$ cat src/rtl/morse_pkg.sv
// Shared Morse constants and FSM state encoding.
// Used by the decoder here and by the matching encoder, so timing thresholds
// and symbol polarity stay identical on both sides of the link.
package morse_pkg;

  typedef enum logic [1:0] {
    IDLE,
    MARK,
    GAP,
    WAIT_WORD
  } state_t;

  localparam logic [3:0] DOT_MAX    = 4'd2;
  localparam logic [3:0] LETTER_GAP = 4'd3;
  localparam logic [3:0] WORD_GAP   = 4'd7;
  localparam logic [3:0] MAX_SYMS   = 4'd8;

  localparam logic SYM_DOT  = 1'b0;
  localparam logic SYM_DASH = 1'b1;

  // A mark of DOT_MAX units or fewer (including zero) is a dot.
  function automatic logic classify_mark(input logic [3:0] cnt);
    return (cnt > DOT_MAX) ? SYM_DASH : SYM_DOT;
  endfunction

endpackage

$ cat src/rtl/morse_decoder_unit_counter.sv
// unit_counter: 4-bit tick counter with synchronous clear, saturating at 15.
// Ports:
//   clk     - rising-edge clock
//   reset   - synchronous active-high reset
//   i_clr   - synchronous clear (wins over i_tick)
//   i_tick  - count enable, one increment per cycle it is high
//   o_cnt   - current count
module unit_counter (
  input  logic       clk,
  input  logic       reset,
  input  logic       i_clr,
  input  logic       i_tick,
  output logic [3:0] o_cnt
);

  logic [3:0] r_cnt;

  always_ff @(posedge clk) begin
    if (reset || i_clr) begin
      r_cnt <= 4'd0;
    end else if (i_tick && (r_cnt != 4'hF)) begin
      r_cnt <= r_cnt + 4'd1;
    end
  end

  assign o_cnt = r_cnt;

endmodule

$ cat src/rtl/morse_decoder.sv
// morse_decoder: turns a keyed tone level into Morse characters.
// Mark lengths are measured in ticks and classified as dot/dash; a 3-unit
// silence closes a character, a 7-unit silence closes a word.
// Ports:
//   clk        - rising-edge clock
//   reset      - synchronous active-high reset
//   tick       - one-cycle strobe per Morse time unit
//   key_in     - synchronized key level (1 = tone on)
//   char_code  - symbols left-aligned, bit 7 first, dash = 1
//   char_len   - symbol count 0..8 (0 = word space)
//   char_vald  - one-cycle pulse, code/len held until the next pulse
//   err        - one-cycle pulse when a character exceeds 8 symbols
// Optional feature: define MORSE_DEC_WORDSPACE_EN to emit a word-space
// character (code 0, len 0) once per word gap.
module morse_decoder
  import morse_pkg::*;
(
  input  logic       clk,
  input  logic       reset,
  input  logic       tick,
  input  logic       key_in,
  output logic [7:0] char_code,
  output logic [3:0] char_len,
  output logic       char_vald,
  output logic       err
);

  state_t     r_state;
  state_t     w_state_nxt;
  logic       w_mark_clr;
  logic       w_gap_clr;
  logic       w_append;
  logic       w_letter_gap;
  logic [3:0] w_mark_cnt;
  logic [3:0] w_gap_cnt;
  logic       w_mark_tick;
  logic       w_gap_tick;
  logic       w_sym;

  logic [7:0] r_sym;
  logic [3:0] r_len;
  logic       r_drop;
  logic [7:0] r_char_code;
  logic [3:0] r_char_len;
  logic       r_char_vald;
  logic       r_err;

  // Counters only advance while the key stays at the level their state
  // measures, so a tick coinciding with a key edge is never counted in
  // the state being left.
  assign w_mark_tick = tick && (r_state == MARK) && key_in;
  assign w_gap_tick  = tick && ((r_state == GAP) || (r_state == WAIT_WORD)) && !key_in;

  unit_counter u_mark_cnt (
    .clk    (clk),
    .reset  (reset),
    .i_clr  (w_mark_clr),
    .i_tick (w_mark_tick),
    .o_cnt  (w_mark_cnt)
  );

  unit_counter u_gap_cnt (
    .clk    (clk),
    .reset  (reset),
    .i_clr  (w_gap_clr),
    .i_tick (w_gap_tick),
    .o_cnt  (w_gap_cnt)
  );

  assign w_sym = classify_mark(w_mark_cnt);

  always_ff @(posedge clk) begin
    if (reset) begin
      r_state <= IDLE;
    end else begin
      r_state <= w_state_nxt;
    end
  end

  // Gap thresholds fire on the edge that samples the tick bringing the
  // count to the threshold, hence the compare against threshold - 1.
  always_comb begin
    w_state_nxt  = r_state;
    w_mark_clr   = 1'b0;
    w_gap_clr    = 1'b0;
    w_append     = 1'b0;
    w_letter_gap = 1'b0;
    case (r_state)
      IDLE: begin
        if (key_in) begin
          w_state_nxt = MARK;
          w_mark_clr  = 1'b1;
        end
      end
      MARK: begin
        if (!key_in) begin
          w_append    = 1'b1;
          w_gap_clr   = 1'b1;
          w_state_nxt = GAP;
        end
      end
      GAP: begin
        if (key_in) begin
          w_state_nxt = MARK;
          w_mark_clr  = 1'b1;
        end else if (tick && (w_gap_cnt == LETTER_GAP - 4'd1)) begin
          w_letter_gap = 1'b1;
          w_state_nxt  = WAIT_WORD;
        end
      end
      WAIT_WORD: begin
        if (key_in) begin
          w_state_nxt = MARK;
          w_mark_clr  = 1'b1;
        end else if (tick && (w_gap_cnt == WORD_GAP - 4'd1)) begin
          w_state_nxt = IDLE;
        end
      end
      default: w_state_nxt = IDLE;
    endcase
  end

  // Symbol buffer and output registers. After an overflow r_drop swallows
  // the rest of the character so it produces neither a second err nor a
  // char_vald; the next letter gap re-arms decoding.
  always_ff @(posedge clk) begin
    if (reset) begin
      r_sym       <= 8'h00;
      r_len       <= 4'd0;
      r_drop      <= 1'b0;
      r_char_code <= 8'h00;
      r_char_len  <= 4'd0;
      r_char_vald <= 1'b0;
      r_err       <= 1'b0;
    end else begin
      r_char_vald <= 1'b0;
      r_err       <= 1'b0;
      if (w_append && !r_drop) begin
        if (r_len == MAX_SYMS) begin
          r_err  <= 1'b1;
          r_sym  <= 8'h00;
          r_len  <= 4'd0;
          r_drop <= 1'b1;
        end else begin
          r_sym[3'd7 - r_len[2:0]] <= w_sym;
          r_len                    <= r_len + 4'd1;
        end
      end
      if (w_letter_gap) begin
        if (!r_drop) begin
          r_char_vald <= 1'b1;
          r_char_code <= r_sym;
          r_char_len  <= r_len;
        end
        r_sym  <= 8'h00;
        r_len  <= 4'd0;
        r_drop <= 1'b0;
      end
`ifdef MORSE_DEC_WORDSPACE_EN
      if ((r_state == WAIT_WORD) && (w_state_nxt == IDLE)) begin
        r_char_vald <= 1'b1;
        r_char_code <= 8'h00;
        r_char_len  <= 4'd0;
      end
`else
`endif
    end
  end

  assign char_code = r_char_code;
  assign char_len  = r_char_len;
  assign char_vald = r_char_vald;
  assign err       = r_err;

endmodule

$ cat config.mk
export PLATFORM = sky130hd
export DESIGN_NAME = morse_decoder
export DESIGN_NICKNAME = d
export VERILOG_FILES = /design/src/rtl/morse_pkg.sv /design/src/rtl/morse_decoder_unit_counter.sv /design/src/rtl/morse_decoder.sv
export SDC_FILE = /design/constraint.sdc
export NUM_CORES = 1
export LEC_CHECK = 0
export ABC_AREA = 1
export BUFFER_PORTS_ARGS = -buffer_cell sky130_fd_sc_hd__buf_2
export CORE_MARGIN = 2
export CORE_UTILIZATION = 50
export CTS_CLUSTER_SIZE = 24
export DETAILED_ROUTE_END_ITERATION = 8
export GPL_ROUTABILITY_DRIVEN = 0
export PLACE_DENSITY = 0.69
export SLEW_MARGIN = 5
export SYNTH_ARGS = -nofsm -noshare
export SYNTH_HDL_FRONTEND = slang
export SYNTH_SLANG_ARGS = --single-unit
$ cat constraint.sdc
create_clock -name clk -period 1.9 [get_ports clk]
set_input_delay 0.19 -clock clk [delete_from_list [all_inputs] [get_ports clk]]
set_output_delay 0.19 -clock clk [all_outputs]
set_load 0.02 [all_outputs]
## Word-level counts from Yosys, hierarchy flattened

Index checks and enable logic that the tools add are counted.

- Multiplexer cells: 22
- Order comparisons: 3
- Reduce and logical (&&, ||, !) cells: 23
- Bitwise gates (word level): 3
- Add/subtract/negate cells: 4
- Shifts and indexed selects: 0
- Multipliers: 0
- Divide/modulo/power cells: 0
- Equality and inequality tests: 12

Operator list:

| kind | number |
|---|---|
| $add 4x1->4 const B | 3 |
| $mux 2 | 6 |
| $mux 1 | 11 |
| $logic_and 1x1->1 | 10 |
| $bwmux 8 | 1 |
| $mux 8 | 1 |
| $ne 4x4->1 const B | 2 |
| $pmux 2 s4 | 1 |
| $ne 3x2->1 const B | 2 |
| $reduce_or 2->1 | 3 |
| $eq 2x2->1 const B | 2 |
| $eq 4x2->1 const B | 1 |
| $eq 4x3->1 const B | 1 |
| $eq 4x4->1 const B | 1 |
| $gt 4x2->1 const B | 1 |
| $lt 3x4->1 const B | 1 |
| $mux 4 | 1 |
| $ne 2x2->1 const B | 2 |
| $reduce_and 2->1 | 2 |
| $reduce_and 4->1 | 1 |
| $demux 1 s3 | 1 |
| $ge 3x1->1 const B | 1 |
| $logic_or 1x1->1 | 3 |
| $not 1->1 | 3 |
| 5 further kinds | 6 |

- ROM bits: 0
- Bits in latches: 0
- Register bits: 37
- Bits of input ports: 4
- RAM bits: 0
- Word-level logic and storage cells: 77
- Memories: 0

## Longest topological paths before layout

- Depth after elaboration: 7
- Mapped depth: 9
- Depth with buffers taken out: 9

## Cells and area by module

Synthesis repeated with hierarchy kept, for this count alone.

- Cells, all modules: 302
- Area, all modules: 1,946.9 µm²

By module, submodules not included:

| module | cells each | sequential area each (µm²) | instances | area each (µm²) |
|---|---|---|---|---|
| morse_decoder | 240 | 580.6 | 1 | 1,508.9 |
| unit_counter | 31 | 80.1 | 2 | 219.0 |

## Worst setup path before layout

OpenSTA, ideal clock, no wires.

- Path kind: reg2reg
- From: register r_len[1]
- To: register r_sym[3]
- Path slack: 0.473 ns
- Setup time: 0.058 ns
- Arrival: 1.369 ns
- Cell stages (with the launch flop): 9
- Cells stage by stage: dfxtp_1 > clkbuf_1 > inv_1 > ha_1 > nand3_1 > nand2_1 > nor2_1 > nand2_1 > nand2_1

- Longest elaborated chain between the ends: 7
- Elaborated cells on any way between the ends: 9
- Classes of those cells: add/sub (1); order compare (2); eq/ne (1); mux (4); reduce/logical (1)

RTL lines:

| what | line | text |
|---|---|---|
| from (decl) | morse_decoder.sv:41 | `logic [3:0] r_len;` |
| from (signal assigned) | morse_decoder.sv:146 | `r_len <= r_len + 4'd1;` |
| $sub 3x3->3 | morse_decoder.sv:145 | `r_sym[3'd7 - r_len[2:0]] <= w_sym;` |
| $lt 3x4->1 (not written as such) or $ge 3x1->1 (tied branches) | morse_decoder.sv:145 |  |
| $logic_and 1x1->1 (not written as such) | morse_decoder.sv:145 |  |
| $mux 1 (not written as such) | morse_decoder.sv:145 |  |
| $demux 1 s3 | morse_decoder.sv:145 |  |
| $bwmux 8 | morse_decoder.sv:145 |  |
| $mux 8 (*) | morse_decoder.sv:139 | `if (r_len == MAX_SYMS) begin` |
| to (signal, indexed assignment) | morse_decoder.sv:145 |  |
| to (decl) | morse_decoder.sv:40 | `logic [7:0] r_sym;` |

Mark *: on every way between the ends. The rest lies on a longest branch, timed or not.
A chain may end at the register's enable or synchronous reset.

## Worst setup path after layout

- From: register r_len[0]
- To: register r_sym[6]

The elaborated chain is that of the path after synthesis.

==> results_dict.tcl <==
set metrics [dict create \
    dp_hpwl_microns 2750 \
    met1_usage_pct 27.1 \
    required_ns 2.15 \
    finalSetupViolations 0 \
    ys_warn_count 0 \
    tritoncts "done" \
    worstSetupPathType "reg -> reg" \
    root_buffer "clkbuf_8" \
    ctsResizeCount 0 \
    clock-sinks 37 \
    avgSynthCellArea_sq_um 6.98 \
    clock_path_buffers 2 \
    via_per_inst 5.07 \
    status "finished clean" \
    slew_viol_final 0 \
    maxClockFrequency_mhz 627 \
    period_share_pct 83.9 \
    max_slew_margin_pct 66.2 \
    ant_nets 0 \
    hold_violations 0 \
    p_per_area_nw_per_um2 760 \
    antenna_cells 0 \
    holdBufCountCts 0 \
    holdPathStages 2 \
    die_x_microns 65.1 \
    drive_gt1_share_pct 16.1 \
    yosysUniqueCellTypes 23 \
    post_synth_instance_area_sq_um 1860 \
    ys_seq_area_share_pct 39.7 \
    synthCells 267 \
    routed_wl_microns 3790 \
    use_met3_pct 3.65 \
    grt_pass1_vias 1516 \
    drc 0 \
    grt_usage_pct 20.6 \
    crit_end "r_sym[6]" \
    holdWs_ns 0.259 \
    vdd.ir_drop.worst_mv 0.389 \
    setup.worst_path.start "r_len[0]" \
    skew_ns 0.00652 \
    power.leakage_nw 0.871 \
    r2r-end "r_sym[6]" \
    cts_htree_levels 2 \
    clk_pin_slew_ns 0.08 \
    finalCriticalPeriod_ns 1.59 \
    seqPwrFrac_pct 50.3 \
    power.net_switching_uw 379 \
    p_int_mw 1.20 \
    cts_setup_buffers 0 \
    rows 22 \
    initial_core_util_pct 51.3 \
    switching_share_pct 24.0 \
    gr-total-overflow 0 \
    drt_iter0_drc 99 \
    die_h_microns 65.1 \
    cts_buffers 5 \
    r2r_start "r_len[0]" \
    postSynth.asyncResetShare_pct 0 \
    vias 1693 \
    cp-end-kind "flop" \
    ff2ff_path_depth 7 \
    rsz0062_at_grt "false" \
    synth_top_area_share_pct 39.7 \
    rrSetupSlack_ns 0.31 \
    pin_count 18 \
    die_area_sq_um 4230 \
    maxCapViolCount 0 \
    finalNetCount 295 \
    firstDrtPassIters 4 \
    clock_latency_ns 0.30 \
    synth_edf_count 0 \
    coreArea_sq_um 3630 \
    antenna_found_initial 0 \
    critPathMaxFanout 8 \
    yosysMostFrequentCell "nand2_1" \
    tightest_slew_ns 0.501 \
    tns_ns 0 \
    ys_ff_latch 37 \
    synth_top_area_cell "dfxtp_1" \
    n_fill_cell 356 \
    portBuffers 17 \
    p_comb_share_pct 5.6 \
    p_clk_share_pct 44.2 \
    yosys-top-cells-area "dfxtp_1 40%, nand2_1 15%, a21oi_1 7.0%, nor2_1 6.4%, nand3_1 5.4%" \
    use_met2_pct 32.2 \
    area_growth_syn_to_layout_pct 11.5 \
    syn_nets 277 \
    critPathLaunchType "flop" \
    hold_class "in -> reg" \
    wl_per_cell_microns 11.4 \
    grt_pass1_wl_microns 6730 \
    grt_max_degree 17 \
    grt.busiest_layer "met2" \
    crit_arrival_ns 1.84 \
    synth_ff_type "dfxtp_1" \
    synth_commonest_cells "76 x nand2_1, 37 x dfxtp_1, 32 x nor2_1" \
]
layout make-up:
type	count	area, sq um	share of cell area [%]
clock buffer	5	68.8	3.31
tap	48	60.1	2.89
inverter	27	101	4.87
clock inverter	3	46.3	2.23
sequential	37	741	35.6
timing repair buffer	20	108	5.17
multi-input combinational	194	955	45.9
cell usage in the layout, fill, tap and decap left out, types with 4 or more instances in the layout:
master	n
nand4_1	13
nand2_1	76
inv_1	23
clkbuf_8	5
nand3_1	20
inv_2	4
a21oi_1	26
nor2_1	32
ha_1	6
buf_2	17
dfxtp_1	37
nor2_2	4
per-layer routing:
layer	vias up	share of wire [%]	wire, microns
met5	-	0	0
met4	0	1.5	57
met3	4	4.3	164
met2	32	45	1720
met1	770	49	1850
li1	887	-	-
through the flow:
stage	setup WS (ns)	util [%]	instances	area, sq um	power [mW]
floorplan	0.473	-	267	1860	0.879
global placement	0.413	54.1	326	1960	0.898
detailed placement	0.338	54.1	326	1960	0.899
CTS	0.317	57.2	334	2080	1.60
global route	0.0764	57.2	334	2080	1.65
finish	0.306	57.2	334	2080	1.58
critical path, cell delays in order (launching register included):
cell     delay [ns]
dfxtp_1        0.46
inv_1          0.16
ha_1           0.24
nand3_1        0.21
nor2_1         0.12
nor2_2         0.22
nand2_1        0.08
nand2_1        0.06
flip-flops by register name, indices dropped and copies added (netlist names):
name	flops
char_code	8
r_sym	8
char_len	4
r_len	4
u_gap_cnt.o_cnt	4
u_mark_cnt.o_cnt	4
r_state	2
char_vald	1
err	1
r_drop	1
kinds of logic after synthesis:
logic type / after synthesis / share of synthesized area [%]
AO/OA/AOI/OAI: 32 / 9.33
flip-flops: 37 / 39.7
adder cells (fa/ha/maj): 6 / 4.03
AND/OR/NAND/NOR: 153 / 36.4
buffers and inverters: 36 / 9.06
XOR/XNOR: 3 / 1.41
power groups by stage:
stage / clock network [mW] / logic, mW / registers, mW
detailed placement: 0 / 0.0870 / 0.812
global placement: 0 / 0.0867 / 0.812
global route: 0.752 / 0.102 / 0.796
finish: 0.698 / 0.0878 / 0.794
floorplan: 0 / 0.0699 / 0.809
CTS: 0.717 / 0.0872 / 0.794
how the worst min path moves through the flow:
stage | to | startpoint
final | char_vald | reset
after global routing | char_vald | reset
after CTS | char_vald | reset
after detailed placement | char_code[5] | char_code[5]
after global placement | char_len[3] | char_len[3]
after floorplan | char_code[7] | key_in
(Power assumes the default switching activity.)
